[src/rtl/decode_queue_if.sv]
// Fetch/rename handshake bundle for the decode queue: enqueue side, dequeue count,
// flush and the decoded slot outputs packed slot-major (slot i at [i*W +: W]).
interface decode_queue_if #(
   parameter int DEPTH     = 8,
   parameter int DEC_WIDTH = 2
);
   localparam int CNT_W = $clog2(DEPTH + 1);
   localparam int DCW   = $clog2(DEC_WIDTH + 1);

   logic                    flush;
   logic                    enq_valid;
   logic [31:0]             enq_inst;
   logic [31:0]             enq_pc;
   logic                    enq_ready;
   logic [DCW-1:0]          deq_cnt;
   logic [DEC_WIDTH-1:0]    out_valid;
   logic [32*DEC_WIDTH-1:0] out_pc;
   logic [7*DEC_WIDTH-1:0]  out_opcode;
   logic [3*DEC_WIDTH-1:0]  out_funct3;
   logic [7*DEC_WIDTH-1:0]  out_funct7;
   logic [5*DEC_WIDTH-1:0]  out_rs1;
   logic [5*DEC_WIDTH-1:0]  out_rs2;
   logic [5*DEC_WIDTH-1:0]  out_rd;
   logic [32*DEC_WIDTH-1:0] out_imm;
   logic [DEC_WIDTH-1:0]    out_regf_we;
   logic [DEC_WIDTH-1:0]    out_illegal;
   logic [CNT_W-1:0]        occupancy;

   modport master (
      output flush, enq_valid, enq_inst, enq_pc, deq_cnt,
      input  enq_ready, out_valid, out_pc, out_opcode, out_funct3, out_funct7,
             out_rs1, out_rs2, out_rd, out_imm, out_regf_we, out_illegal, occupancy
   );

   modport slave (
      input  flush, enq_valid, enq_inst, enq_pc, deq_cnt,
      output enq_ready, out_valid, out_pc, out_opcode, out_funct3, out_funct7,
             out_rs1, out_rs2, out_rd, out_imm, out_regf_we, out_illegal, occupancy
   );
endinterface

[src/rtl/decode_queue.sv]
// Circular instruction queue presenting up to DEC_WIDTH decoded RV32I slots per cycle.
// Optional illegal-opcode flagging is enabled by defining DECODE_ILLEGAL_EN.
module decode_queue_chk #(
   parameter int DEC_WIDTH = 2,
   parameter int CNT_W     = 4,
   parameter int DCW       = 2
) (
   input logic             clk,
   input logic             rst,
   input logic [CNT_W-1:0] occupancy,
   input logic [DCW-1:0]   deq_cnt
);
   logic [CNT_W-1:0] vis_s;

   assign vis_s = (occupancy > CNT_W'(DEC_WIDTH)) ? CNT_W'(DEC_WIDTH) : occupancy;

   // Rename may only consume slots that are currently presented as valid.
   a_deq_le_valid: assert property (@(posedge clk) disable iff (rst) CNT_W'(deq_cnt) <= vis_s);
endmodule

module decode_queue #(
   parameter int DEPTH     = 8,
   parameter int DEC_WIDTH = 2
) (
   input logic           clk,
   input logic           rst,
   decode_queue_if.slave bus
);
   localparam int PTR_W = $clog2(DEPTH);
   localparam int CNT_W = $clog2(DEPTH + 1);
   localparam int DCW   = $clog2(DEC_WIDTH + 1);

   localparam logic [6:0] OP_LUI   = 7'b0110111;
   localparam logic [6:0] OP_AUIPC = 7'b0010111;
   localparam logic [6:0] OP_JAL   = 7'b1101111;
   localparam logic [6:0] OP_JALR  = 7'b1100111;
   localparam logic [6:0] OP_BR    = 7'b1100011;
   localparam logic [6:0] OP_LOAD  = 7'b0000011;
   localparam logic [6:0] OP_STORE = 7'b0100011;
   localparam logic [6:0] OP_IMM   = 7'b0010011;
   localparam logic [6:0] OP_REG   = 7'b0110011;

   function automatic logic [31:0] imm_sel(input logic [31:0] inst);
      logic [31:0] imm;
      case (inst[6:0])
         OP_LUI, OP_AUIPC:        imm = {inst[31:12], 12'h000};
         OP_JAL:                  imm = {{11{inst[31]}}, inst[31], inst[19:12], inst[20], inst[30:21], 1'b0};
         OP_JALR, OP_LOAD, OP_IMM: imm = {{20{inst[31]}}, inst[31:20]};
         OP_BR:                   imm = {{19{inst[31]}}, inst[31], inst[7], inst[30:25], inst[11:8], 1'b0};
         OP_STORE:                imm = {{20{inst[31]}}, inst[31:25], inst[11:7]};
         default:                 imm = 32'h0000_0000;
      endcase
      return imm;
   endfunction

   function automatic logic writes_rd(input logic [31:0] inst);
      logic we;
      case (inst[6:0])
         OP_LUI, OP_AUIPC, OP_JAL, OP_JALR, OP_LOAD, OP_IMM, OP_REG: we = (inst[11:7] != 5'd0);
         default:                                                    we = 1'b0;
      endcase
      return we;
   endfunction

`ifdef DECODE_ILLEGAL_EN
   function automatic logic is_legal(input logic [31:0] inst);
      logic ok;
      case (inst[6:0])
         OP_LUI, OP_AUIPC, OP_JAL, OP_JALR, OP_BR,
         OP_LOAD, OP_STORE, OP_IMM, OP_REG:          ok = (inst[1:0] == 2'b11);
         default:                                    ok = 1'b0;
      endcase
      return ok;
   endfunction
`endif

   logic [63:0]      mem_r [DEPTH];
   logic [PTR_W-1:0] head_r;
   logic [PTR_W-1:0] tail_r;
   logic [CNT_W-1:0] count_r;
   logic             enq_ready_s;
   logic             enq_fire_s;

   assign enq_ready_s   = (count_r != CNT_W'(DEPTH));
   assign enq_fire_s    = bus.enq_valid && enq_ready_s && !bus.flush;
   assign bus.enq_ready = enq_ready_s;
   assign bus.occupancy = count_r;

   // Head/tail/count bookkeeping; flush outranks enqueue and dequeue.
   always_ff @(posedge clk) begin
      if (rst || bus.flush) begin
         head_r  <= '0;
         tail_r  <= '0;
         count_r <= '0;
      end else begin
         head_r  <= head_r + PTR_W'(bus.deq_cnt);
         if (enq_fire_s) begin
            tail_r <= tail_r + PTR_W'(1);
         end
         count_r <= count_r + CNT_W'(enq_fire_s) - CNT_W'(bus.deq_cnt);
      end
   end

   // Entry storage is never cleared, only overwritten by accepted enqueues.
   always_ff @(posedge clk) begin
      if (enq_fire_s && !rst) begin
         mem_r[tail_r] <= {bus.enq_inst, bus.enq_pc};
      end
   end

   // Decode the oldest DEC_WIDTH entries; invalid slots are forced to zero.
   always_comb begin
      logic [PTR_W-1:0] idx;
      logic [31:0]      inst;
      idx             = '0;
      inst            = 32'h0000_0000;
      bus.out_valid   = '0;
      bus.out_pc      = '0;
      bus.out_opcode  = '0;
      bus.out_funct3  = '0;
      bus.out_funct7  = '0;
      bus.out_rs1     = '0;
      bus.out_rs2     = '0;
      bus.out_rd      = '0;
      bus.out_imm     = '0;
      bus.out_regf_we = '0;
      bus.out_illegal = '0;
      for (int i = 0; i < DEC_WIDTH; i++) begin
         idx  = head_r + PTR_W'(i);
         inst = mem_r[idx][63:32];
         if (CNT_W'(i) < count_r) begin
            bus.out_valid[i]        = 1'b1;
            bus.out_pc[i*32 +: 32]  = mem_r[idx][31:0];
            bus.out_opcode[i*7 +: 7] = inst[6:0];
            bus.out_funct3[i*3 +: 3] = inst[14:12];
            bus.out_funct7[i*7 +: 7] = inst[31:25];
            bus.out_rs1[i*5 +: 5]   = inst[19:15];
            bus.out_rs2[i*5 +: 5]   = inst[24:20];
            bus.out_rd[i*5 +: 5]    = inst[11:7];
            bus.out_imm[i*32 +: 32] = imm_sel(inst);
`ifdef DECODE_ILLEGAL_EN
            bus.out_illegal[i]      = !is_legal(inst);
            bus.out_regf_we[i]      = writes_rd(inst) && is_legal(inst);
`else
            bus.out_regf_we[i]      = writes_rd(inst);
`endif
         end else begin
            bus.out_valid[i] = 1'b0;
         end
      end
   end

   decode_queue_chk #(
      .DEC_WIDTH (DEC_WIDTH),
      .CNT_W     (CNT_W),
      .DCW       (DCW)
   ) u_chk (
      .clk       (clk),
      .rst       (rst),
      .occupancy (count_r),
      .deq_cnt   (bus.deq_cnt)
   );
endmodule
[src/flat_wrapper.sv]
// flat-port wrapper written by rule: the top's interface ports become plain ports
module decode_queue_flat 
#(
   parameter int DEPTH     = 8,
   parameter int DEC_WIDTH = 2
)
  (clk, rst, bus_flush, bus_enq_valid, bus_enq_inst, bus_enq_pc, bus_deq_cnt, bus_enq_ready, bus_out_valid, bus_out_pc, bus_out_opcode, bus_out_funct3, bus_out_funct7, bus_out_rs1, bus_out_rs2, bus_out_rd, bus_out_imm, bus_out_regf_we, bus_out_illegal, bus_occupancy);
  decode_queue_if #(.DEPTH(DEPTH), .DEC_WIDTH(DEC_WIDTH)) bus_i ();
  input logic clk;
  input logic rst;
  input wire logic [$bits(bus_i.flush)-1:0] bus_flush;
  input wire logic [$bits(bus_i.enq_valid)-1:0] bus_enq_valid;
  input wire logic [$bits(bus_i.enq_inst)-1:0] bus_enq_inst;
  input wire logic [$bits(bus_i.enq_pc)-1:0] bus_enq_pc;
  input wire logic [$bits(bus_i.deq_cnt)-1:0] bus_deq_cnt;
  output wire logic [$bits(bus_i.enq_ready)-1:0] bus_enq_ready;
  output wire logic [$bits(bus_i.out_valid)-1:0] bus_out_valid;
  output wire logic [$bits(bus_i.out_pc)-1:0] bus_out_pc;
  output wire logic [$bits(bus_i.out_opcode)-1:0] bus_out_opcode;
  output wire logic [$bits(bus_i.out_funct3)-1:0] bus_out_funct3;
  output wire logic [$bits(bus_i.out_funct7)-1:0] bus_out_funct7;
  output wire logic [$bits(bus_i.out_rs1)-1:0] bus_out_rs1;
  output wire logic [$bits(bus_i.out_rs2)-1:0] bus_out_rs2;
  output wire logic [$bits(bus_i.out_rd)-1:0] bus_out_rd;
  output wire logic [$bits(bus_i.out_imm)-1:0] bus_out_imm;
  output wire logic [$bits(bus_i.out_regf_we)-1:0] bus_out_regf_we;
  output wire logic [$bits(bus_i.out_illegal)-1:0] bus_out_illegal;
  output wire logic [$bits(bus_i.occupancy)-1:0] bus_occupancy;
  assign bus_i.flush = bus_flush;
  assign bus_i.enq_valid = bus_enq_valid;
  assign bus_i.enq_inst = bus_enq_inst;
  assign bus_i.enq_pc = bus_enq_pc;
  assign bus_i.deq_cnt = bus_deq_cnt;
  assign bus_enq_ready = bus_i.enq_ready;
  assign bus_out_valid = bus_i.out_valid;
  assign bus_out_pc = bus_i.out_pc;
  assign bus_out_opcode = bus_i.out_opcode;
  assign bus_out_funct3 = bus_i.out_funct3;
  assign bus_out_funct7 = bus_i.out_funct7;
  assign bus_out_rs1 = bus_i.out_rs1;
  assign bus_out_rs2 = bus_i.out_rs2;
  assign bus_out_rd = bus_i.out_rd;
  assign bus_out_imm = bus_i.out_imm;
  assign bus_out_regf_we = bus_i.out_regf_we;
  assign bus_out_illegal = bus_i.out_illegal;
  assign bus_occupancy = bus_i.occupancy;
  decode_queue #(.DEPTH(DEPTH), .DEC_WIDTH(DEC_WIDTH)) u_core (.clk(clk), .rst(rst), .bus(bus_i));
endmodule
[config.mk]
export PLATFORM = sky130hd
export DESIGN_NAME = decode_queue_flat
export DESIGN_NICKNAME = d
export VERILOG_FILES = /design/src/rtl/decode_queue_if.sv /design/src/rtl/decode_queue.sv /design/src/flat_wrapper.sv
export SDC_FILE = /design/constraint.sdc
export NUM_CORES = 1
export LEC_CHECK = 0
export ABC_AREA = 0
export ABC_CLOCK_PERIOD_IN_PS = 9400
export CAP_MARGIN = 30
export CORE_MARGIN = 2
export CORE_UTILIZATION = 62
export DETAILED_ROUTE_END_ITERATION = 8
export PLACE_DENSITY_LB_ADDON = 0.08
export RECOVER_POWER = 25
export SLEW_MARGIN = 15
export SYNTH_ARGS = -nofsm -noshare
export SYNTH_HDL_FRONTEND = slang
export SYNTH_HIERARCHICAL = 1
export SYNTH_SLANG_ARGS = --single-unit
[constraint.sdc]
create_clock -name clk -period 9.4 [get_ports clk]
set_input_delay 0.94 -clock clk [delete_from_list [all_inputs] [get_ports clk]]
set_output_delay 0.94 -clock clk [all_outputs]
set_load 0.03 [all_outputs]
==> run_results.csv, run 1 <==
group,metric,value,unit
outcome,status,"finished clean",
detailed_routing,route.detailed.drc,0,
detailed_routing,drt_wl_total,67270,µm
clock_network,cts_made_buffers,53,
synthesis,synthTopCellsByArea,"edfxtp_1 (61%), mux4_2 (23%), nand2_1 (3.5%)",
synthesis,ys_ff_latch,522,
setup_path,cp-end-kind,"primary output",
power_and_ir_drop,p_int,4.082,mW
clock_network,postCtsSetupBuffers,0,
power_and_ir_drop,p_per_area,184.4,nW/µm²
sta,tns,0,ps
global_route,antenna_found_initial,12,
sta,slew_violations,0,
global_route,grtUsageTotal,0.3215,
cells_and_area,drive_gt1_frac,0.2142,
synthesis,synthArstFlopShare,0,
clock_network,clk_pin_slew_worst_paths,60,ps
power_and_ir_drop,pwr-share-seq,0.463,
sta,hold_viol,0,
synthesis,synthTopCellsByCount,"edfxtp_1 (512), mux4_2 (254), nand2_1 (236), a21oi_1 (103), nor2_1 (81)",
clock_network,cts_tree,"built",
setup_path,path_class,"reg2out",
min_path,holdPathStages,2,
die,rows,74,
die,ios,273,
setup_path,critical_path_required,8460,ps
setup_path,cp_max_fo,50,
clock_network,cts.sinks,522,
sta,holdWs,575.6,ps
synthesis,syn_inst,1532,
die,coreArea,40550,µm²
power_and_ir_drop,leakagePower,9.670,nW
power_and_ir_drop,ir_drop,0.0001775,V
detailed_routing,first_pass_iters,5,
detailed_routing,drt_first_iter_violations,1891,
global_route,grt_max_degree,165,
global_route,grt_most_used_layer,"met2",
synthesis,syn_area_per_cell,16.53,µm²
synthesis,yosysTopAreaCell,"edfxtp_1",
sta,tightest_slew,1158,ps
cells_and_area,area_growth,19.55,%
setup_path,critPathArrivalTime,5640,ps
sta,finalSetupViolCount,0,
placement,gp_congestion,1.003,
synthesis,synth_edf_count,512,
placement,dpl.hpwl,40880,µm
clock_network,cts_resized,0,
power_and_ir_drop,power_frac_comb,0.191,
placement,port_buffers,270,
global_route,use_met2,0.5369,
synthesis,syn-cell-area,25330,µm²
detailed_routing,wire_per_inst,28.47,µm
synthesis,ys_warn_count,6,
sta,slew_headroom,0.2283,
detailed_routing,vias,15990,
die,die-area,42490,µm²
flow_run,cap_violations,0,
detailed_routing,drt.antenna.violating_nets,0,
power_and_ir_drop,clock_power_share,0.346,
synthesis,yosysTopAreaCellShare,0.6070,
die,fp.dieW,206.1,µm
setup_path,reg2reg_depth,7,
clock_network,cts_root_buf,"clkbuf_16",
setup_path,worstSetupStartpointType,"flop",
min_path,hold_path.class,"reg2reg",
detailed_routing,vias_per_cell,6.767,
synthesis,synth_ff_type,"edfxtp_1",
die,die_y,206.1,µm
synthesis,synth_cell_types,61,
clock_network,cts_hold_buf,0,
sta,skew,12.79,ps
synthesis,synth.most_common_cell,"edfxtp_1",
sta,max_freq,152.1,MHz
clock_network,htreeDepth,2,
sta,period_share,0.6996,
power_and_ir_drop,p_sw,1.503,mW
global_route,met3_usage,0.05345,
sta,rsz0062_at_grt,"no",
global_route,grtUsageMet1,0.4372,
power_and_ir_drop,swShare,0.2691,
cells_and_area,fin_nets,1869,
global_route,grt.overflow.total,0,
die,start_util,0.6246,
clock_network,insertion_delay,600,ps
global_route,grt_pass1_wl,98950,µm
synthesis,yosysSeqAreaShare,0.6149,
sta,min_period,6577,ps
global_route,first_global_vias,15880,
clock_network,cts.path.max_buffers,3,
## per-layer routing
layer	part of all wire	wire length, µm	vias up
li1	-	-	6658
met1	0.37	24860	8260
met2	0.51	33990	930
met3	0.095	6413	135
met4	0.029	1957	8
met5	0.00079	53	-
## final cells by class
cell class / instances / area [µm²]
antenna: 6 / 15.01
clock buffer: 67 / 1421
clock inverter: 26 / 145.1
fill: 2472 / 10270
inverter: 29 / 108.9
multi-input combinational: 876 / 9259
sequential: 522 / 15580
tap: 532 / 665.6
timing repair buffer: 305 / 3083
## power groups by stage
stage                     Sequential, mW  Combinational [mW]  Clock (mW)
after floorplan                     2.63               0.646           0
after global placement              2.63                1.05           0
after detailed placement            2.64                1.06           0
after CTS                           2.59                1.07        1.95
after global routing                2.59                1.12        2.04
final                               2.59                1.07        1.93
## flip-flops by register name, indices dropped and copies added, names as in the netlist
signal and cells:
u_core/bus.occupancy 4, u_core/head_r 3, u_core/mem_r 512, u_core/tail_r 3
## logic make-up after synthesis
group | count (synthesis) | share of synthesized area
other | 1 | 0.0001480
flip-flops | 522 | 0.6149
XOR/XNOR | 7 | 0.002421
multiplexers | 311 | 0.2506
AND/OR/NAND/NOR | 373 | 0.06056
adder cells (fa/ha/maj) | 12 | 0.006521
AO/OA/AOI/OAI | 171 | 0.04080
buffers and inverters | 135 | 0.02401
## final timing paths
check             slack [ps]                            end                          startpoint
hold / removal           580  u_core/tail_r[0]$_SDFFE_PP0P_       u_core/tail_r[0]$_SDFFE_PP0P_
hold reg to reg          580  u_core/tail_r[0]$_SDFFE_PP0P_       u_core/tail_r[0]$_SDFFE_PP0P_
setup / recovery        2820                bus_out_imm[62]         u_core/head_r[2]$_SDFF_PP0_
setup reg to reg        5930  u_core/mem_r[2][48]$_DFFE_PP_  u_core/bus.occupancy[2]$_SDFF_PP0_
## through the flow
stage,util,power (mW),cells,setup slack [ps],cell area [µm²]
after CTS,0.7439,5.605,2351,2708,30170
after global placement,0.7039,3.685,2256,3410,28550
after detailed placement,0.7053,3.697,2258,3323,28600
after floorplan,-,3.280,1533,2797,25330
final,0.7467,5.585,2363,2823,30280
after global routing,0.7465,5.751,2360,2639,30270
## critical path, cell delays in order (launching register included)
cell,delay (ps)
dfxtp_2,310
buf_4,410
buf_4,570
xor2_4,700
buf_4,800
mux2i_1,720
nor2_1,130
nand3b_1,320
o21ai_0,340
clkdlybuf4s50_1,700
## placed cells by master, fill, tap and decap left out, types with 5 or more instances in the layout
cell and count:
nor2_1 74, o21ai_0 25, nor3_1 5, diode_2 6, dfxtp_1 7, edfxtp_1 512
clkinv_2 6, mux2_2 7, a21bo_1 6, dlygate4sd3_1 44, inv_1 27, clkbuf_1 12
nand2_1 236, nor2b_1 8, nand3_1 12, mux2i_1 47, clkbuf_16 55, nor2_4 7
o21bai_1 7, clkdlybuf4s50_1 226, buf_4 26, ha_1 9, mux4_2 254, a21oi_1 103
clkinv_1 17
Note: power is estimated with default switching activity, not from simulation.
==> run 2, diff against run 1 <==
Settings changed: ABC_CLOCK_PERIOD_IN_PS 9400 to 6200, CORE_UTILIZATION 62 to 57.
Clock period 9.4 ns to 6.2 ns, I/O delays scaled along.
==> run_results.csv, run 2 (same netlist as run 1, synthesis figures left out) <==
group,metric,value,unit
sta,finalSetupViolCount,0,
die,rows,77,
setup_path,crit_buf_inv,2,
setup_path,critPathTopFamily,"buffers and inverters",
die,coreArea,44030,µm²
sta,min_period,5721,ps
clock_network,cts.sinks,522,
global_route,grt_pass1_wl,98790,µm
sta,hold_viol,0,
sta,rsz0062_at_grt,"no",
clock_network,cts.path.max_buffers,3,
cells_and_area,seqCellArea,15580,µm²
placement,port_buffers,270,
clock_network,insertion_delay,600,ps
setup_path,cp_max_fo,56,
global_route,first_global_vias,15830,
sta,max_freq,174.8,MHz
clock_network,cts_resized,0,
sta,skew,13.53,ps
die,ios,273,
clock_network,cts_tree,"built",
setup_path,path_cells,"buf_4 -> mux4_2 -> mux2_2 -> o21bai_1 -> nor3_1 -> a22oi_1 -> a21oi_1 -> clkdlybuf4s50_1",
setup_path,cpMaxStageDelayCell,"buf_4",
min_path,min_from,"u_core/tail_r[0]$_SDFFE_PP0P_",
sta,slew_violations,0,
power_and_ir_drop,p_per_area,280.4,nW/µm²
setup_path,cpPeakStageDelay,820,ps
global_route,grtUsageTotal,0.2881,
clock_network,clk_pin_slew_worst_paths,60,ps
setup_path,reg2reg_depth,7,
placement,dpl_worst_slack,1134,ps
die,die-area,46140,µm²
detailed_routing,drt_wl_total,66060,µm
detailed_routing,drt_first_iter_violations,1661,
sta,tns,0,ps
global_route,grt.overflow.total,0,
setup_path,worstSetupStartpointType,"flop",
cells_and_area,final_area,30470,µm²
placement,place_area,28790,µm²
global_route,antenna_found_initial,9,
detailed_routing,first_pass_iters,5,
cells_and_area,multi_input_area,9271,µm²
setup_path,path_depth,8,
cells_and_area,final_util,0.6921,
setup_path,r2r_start,"u_core/bus.occupancy[2]$_SDFF_PP0_",
detailed_routing,drt.antenna.violating_nets,0,
detailed_routing,vias_per_cell,6.476,
setup_path,critPathArrivalTime,5100,ps
die,die_y,214.8,µm
clock_network,cts_root_buf,"clkbuf_16",
cells_and_area,final_common_cell,"edfxtp_1",
sta,fin_ws,478.7,ps
placement,place_inst,2324,
cells_and_area,drive_gt1_frac,0.2205,
clock_network,cts_hold_buf,0,
clock_network,postCtsSetupBuffers,0,
power_and_ir_drop,finalPower,8.543,mW
sta,slew_headroom,0.2640,
die,fp.dieW,214.8,µm
cells_and_area,area_growth,20.30,%
global_route,grt_max_degree,129,
sta,tightest_slew,1104,ps
setup_path,path_class,"reg2out",
detailed_routing,vias,15730,
power_and_ir_drop,ir_drop,0.0002594,V
setup_path,cp-end-kind,"primary output",
cells_and_area,largest_register_ffs,512,
cells_and_area,fin_nets,1872,
placement,dpl.hpwl,40450,µm
clock_network,cts_made_buffers,53,
min_path,hold_path.class,"reg2reg",
power_and_ir_drop,leakagePower,9.725,nW
min_path,holdPathStages,2,
cells_and_area,regMostFlops,"u_core/mem_r",
sta,period_share,0.9228,
setup_path,critical_path_required,5580,ps
clock_network,htreeDepth,2,
detailed_routing,wire_per_inst,27.20,µm
die,start_util,0.5753,
cells_and_area,fin_cells,2429,
detailed_routing,route.detailed.drc,0,
flow_run,cap_violations,0,
cells_and_area,nFillCells,2936,
sta,holdWs,576.9,ps
cells_and_area,layout_common_cells,"edfxtp_1 (512), mux4_2 (254), nand2_1 (236)",
setup_path,crit_start,"u_core/head_r[1]$_SDFF_PP0_",
outcome,status,"finished clean",
placement,gp_congestion,0.9982,
## run 2: cell types whose count changed in the layout (fill, tap and decap cells not counted), moves of 2 or more
cell,delta
clkinv_2,+8
clkinv_1,-6
clkdlybuf4s50_1,+4
dlygate4sd3_1,-4
buf_12,+2
buf_4,+2
clkbuf_4,-2
nor3_2,-2
nor3_4,+2
## run 2: final timing paths
kind	to	slack, ps
hold reg to reg	u_core/tail_r[0]$_SDFFE_PP0P_	580
hold / removal	u_core/tail_r[0]$_SDFFE_PP0P_	580
setup reg to reg	u_core/mem_r[0][7]$_DFFE_PP_	3190
setup / recovery	bus_out_imm[16]	480
## run 2: layout make-up
type                            instances  share of cell area
Antenna cell                            5           0.0004106
Tap cell                              592             0.02431
Clock buffer                           67             0.04665
Timing Repair Buffer                  308              0.1027
Multi-Input combinational cell        876              0.3043
Sequential cell                       522              0.5114
Clock inverter                         30            0.006693
Inverter                               29            0.003572
## run 2: routing by layer
| metal | track usage | vias up | wire (µm) |
|---|---|---|---|
| met1 | 0.3935 | 8204 | 25810 |
| met3 | 0.05846 | 145 | 5633 |
| li1 | - | 6653 | - |
| met2 | 0.4750 | 721 | 32650 |
| met4 | 0.08819 | 6 | 1939 |
| met5 | 0 | - | 35 |
## run 2: worst min-delay path, cell delays in order, from the launching register on
cell	delay [ps]
dfxtp_1	380
xor2_1	90
nor2_1	70
## run 2: power breakdown
part | switching, mW | internal, mW | leakage [nW]
Sequential | 0.0242 | 3.90 | 4.69
Clock | 1.30 | 1.70 | 0.806
Combinational | 0.970 | 0.645 | 4.22
Total | 2.30 | 6.25 | 9.72
==> run 3, diff against run 2 <==
Settings changed: RECOVER_POWER 25 to not set.
==> run_results.csv, run 3 (same netlist as run 1, synthesis figures left out) <==
group,metric,value,unit
outcome,status,"finished clean",
setup_path,path_class,"reg2out",
die,ios,273,
clock_network,insertion_delay,590,ps
cells_and_area,nFillCells,2938,
detailed_routing,drt.antenna.violating_nets,0,
detailed_routing,route.detailed.drc,0,
power_and_ir_drop,ir_drop,0.0002594,V
setup_path,path_cells,"buf_4 -> mux4_2 -> mux2_2 -> o21bai_1 -> nor3_1 -> a22oi_1 -> a21oi_1 -> clkdlybuf4s50_1",
sta,skew,11.19,ps
sta,hold_viol,0,
global_route,antenna_found_initial,3,
clock_network,cts_tree,"built",
clock_network,cts_root_buf,"clkbuf_16",
setup_path,r2r-end,"u_core/mem_r[0][59]$_DFFE_PP_",
cells_and_area,drive_gt1_frac,0.2205,
flow_run,cap_violations,0,
setup_path,path_depth,8,
cells_and_area,fin_nets,1872,
setup_path,cpPeakStageDelay,810,ps
global_route,grt_pass1_wl,98790,µm
cells_and_area,regMostFlops,"u_core/mem_r",
clock_network,htreeDepth,2,
setup_path,worstSetupStartpointType,"flop",
sta,rsz0062_at_grt,"no",
global_route,grtUsageTotal,0.2881,
die,die_y,214.8,µm
min_path,min_from,"u_core/tail_r[0]$_SDFFE_PP0P_",
die,die-area,46140,µm²
clock_network,cts_made_buffers,53,
clock_network,cts_hold_buf,0,
clock_network,clk_pin_slew_worst_paths,60,ps
sta,period_share,0.9202,
detailed_routing,vias,15680,
cells_and_area,layout_common_cells,"edfxtp_1 (512), clkdlybuf4s50_1 (270), mux4_2 (254)",
sta,slew_headroom,0.2665,
setup_path,r2r_start,"u_core/bus.occupancy[2]$_SDFF_PP0_",
sta,min_period,5705,ps
power_and_ir_drop,p_per_area,280.6,nW/µm²
clock_network,cts.path.max_buffers,3,
sta,max_freq,175.3,MHz
clock_network,postCtsSetupBuffers,0,
setup_path,cp_max_fo,56,
cells_and_area,final_util,0.6918,
sta,finalSetupViolCount,0,
die,coreArea,44030,µm²
placement,port_buffers,270,
placement,gp_congestion,0.9982,
cells_and_area,antenna_cells,0,
detailed_routing,vias_per_cell,6.470,
placement,dpl.hpwl,40450,µm
sta,tightest_slew,1100,ps
power_and_ir_drop,leakagePower,9.714,nW
setup_path,cp-endpoint,"bus_out_imm[16]",
sta,tns,0,ps
setup_path,critical_path_required,5580,ps
setup_path,critPathArrivalTime,5090,ps
detailed_routing,drt_wl_total,65960,µm
die,start_util,0.5753,
cells_and_area,area_growth,20.25,%
setup_path,critPathTopFamily,"buffers and inverters",
clock_network,cts_resized,0,
global_route,grt.overflow.total,0,
global_route,grt_max_degree,129,
setup_path,cpMaxStageDelayCell,"buf_4",
detailed_routing,drt_first_iter_violations,1602,
setup_path,crit_start,"u_core/head_r[1]$_SDFF_PP0_",
detailed_routing,wire_per_inst,27.21,µm
min_path,hold_path.class,"reg2reg",
setup_path,crit_buf_inv,2,
cells_and_area,final_common_cell,"edfxtp_1",
setup_path,cp-end-kind,"primary output",
setup_path,reg2reg_depth,7,
setup_path,rrSetupSlack,3190,ps
die,fp.dieW,214.8,µm
sta,slew_violations,0,
detailed_routing,first_pass_iters,7,
global_route,first_global_vias,15830,
cells_and_area,largest_register_ffs,512,
die,rows,77,
clock_network,cts.sinks,522,
[run 3: through the flow]
stage                     instance area [µm²]  total power, mW  setup slack (ps)  hold WS (ps)  std cells
after CTS                               30420            8.603             485.2         574.1       2421
after detailed placement                28790            5.615              1134         556.4       2324
after global placement                  28690            5.591              1209         550.3       2320
after floorplan                         25340            4.972              1315         517.6       1533
final                                   30460            8.545             495.0         576.8       2424
after global routing                    30460            8.823             295.0         607.5       2424
[run 3: cell type report]
cell class / instances / area, µm² / share of cell area
Multi-Input combinational cell: 876 / 9271 / 0.3044
Timing Repair Buffer: 308 / 3128 / 0.1027
Sequential cell: 522 / 15580 / 0.5116
Tap cell: 592 / 740.7 / 0.02432
Inverter: 29 / 108.9 / 0.003574
Clock buffer: 67 / 1421 / 0.04667
Clock inverter: 30 / 203.9 / 0.006696
[run 3: worst register-to-register path, delay by kind of cell (launching register included)]
kind	cells	cell delay, ps
fa+ha+maj	1	190
simple gates	4	1210
buf+inv	2	840
flops	1	340
[run 3: worst min path at each step]
| stage | to | slack (ps) | cells past startpoint |
|---|---|---|---|
| 6_report | u_core/tail_r[0]$_SDFFE_PP0P_ | 580 | 2 |
| 5_1_grt | u_core/tail_r[0]$_SDFFE_PP0P_ | 610 | 2 |
| 4_1_cts | u_core/tail_r[0]$_SDFFE_PP0P_ | 570 | 2 |
| 3_5_place_dp | u_core/tail_r[0]$_SDFFE_PP0P_ | 560 | 2 |
| 3_3_place_gp | u_core/tail_r[0]$_SDFFE_PP0P_ | 550 | 2 |
| 2_1_floorplan | u_core/tail_r[1]$_SDFFE_PP0P_ | 520 | 2 |
[run 3: report_power, final]
group          leakage (nW)  switching [mW]  total, mW  internal (mW)
combinational          4.21           0.970       1.62          0.650
sequential             4.69          0.0239       3.92           3.90
clock                 0.805            1.30       3.00           1.70
total                  9.71            2.29       8.55           6.25
[run 3: metal layers]
metal | vias to the layer above | global-route usage | share of wire
li1 | 6649 | - | -
met4 | 6 | 0.08819 | 0.027
met2 | 788 | 0.4750 | 0.50
met3 | 128 | 0.05846 | 0.093
met1 | 8112 | 0.3935 | 0.38
met5 | - | 0 | 0.00053
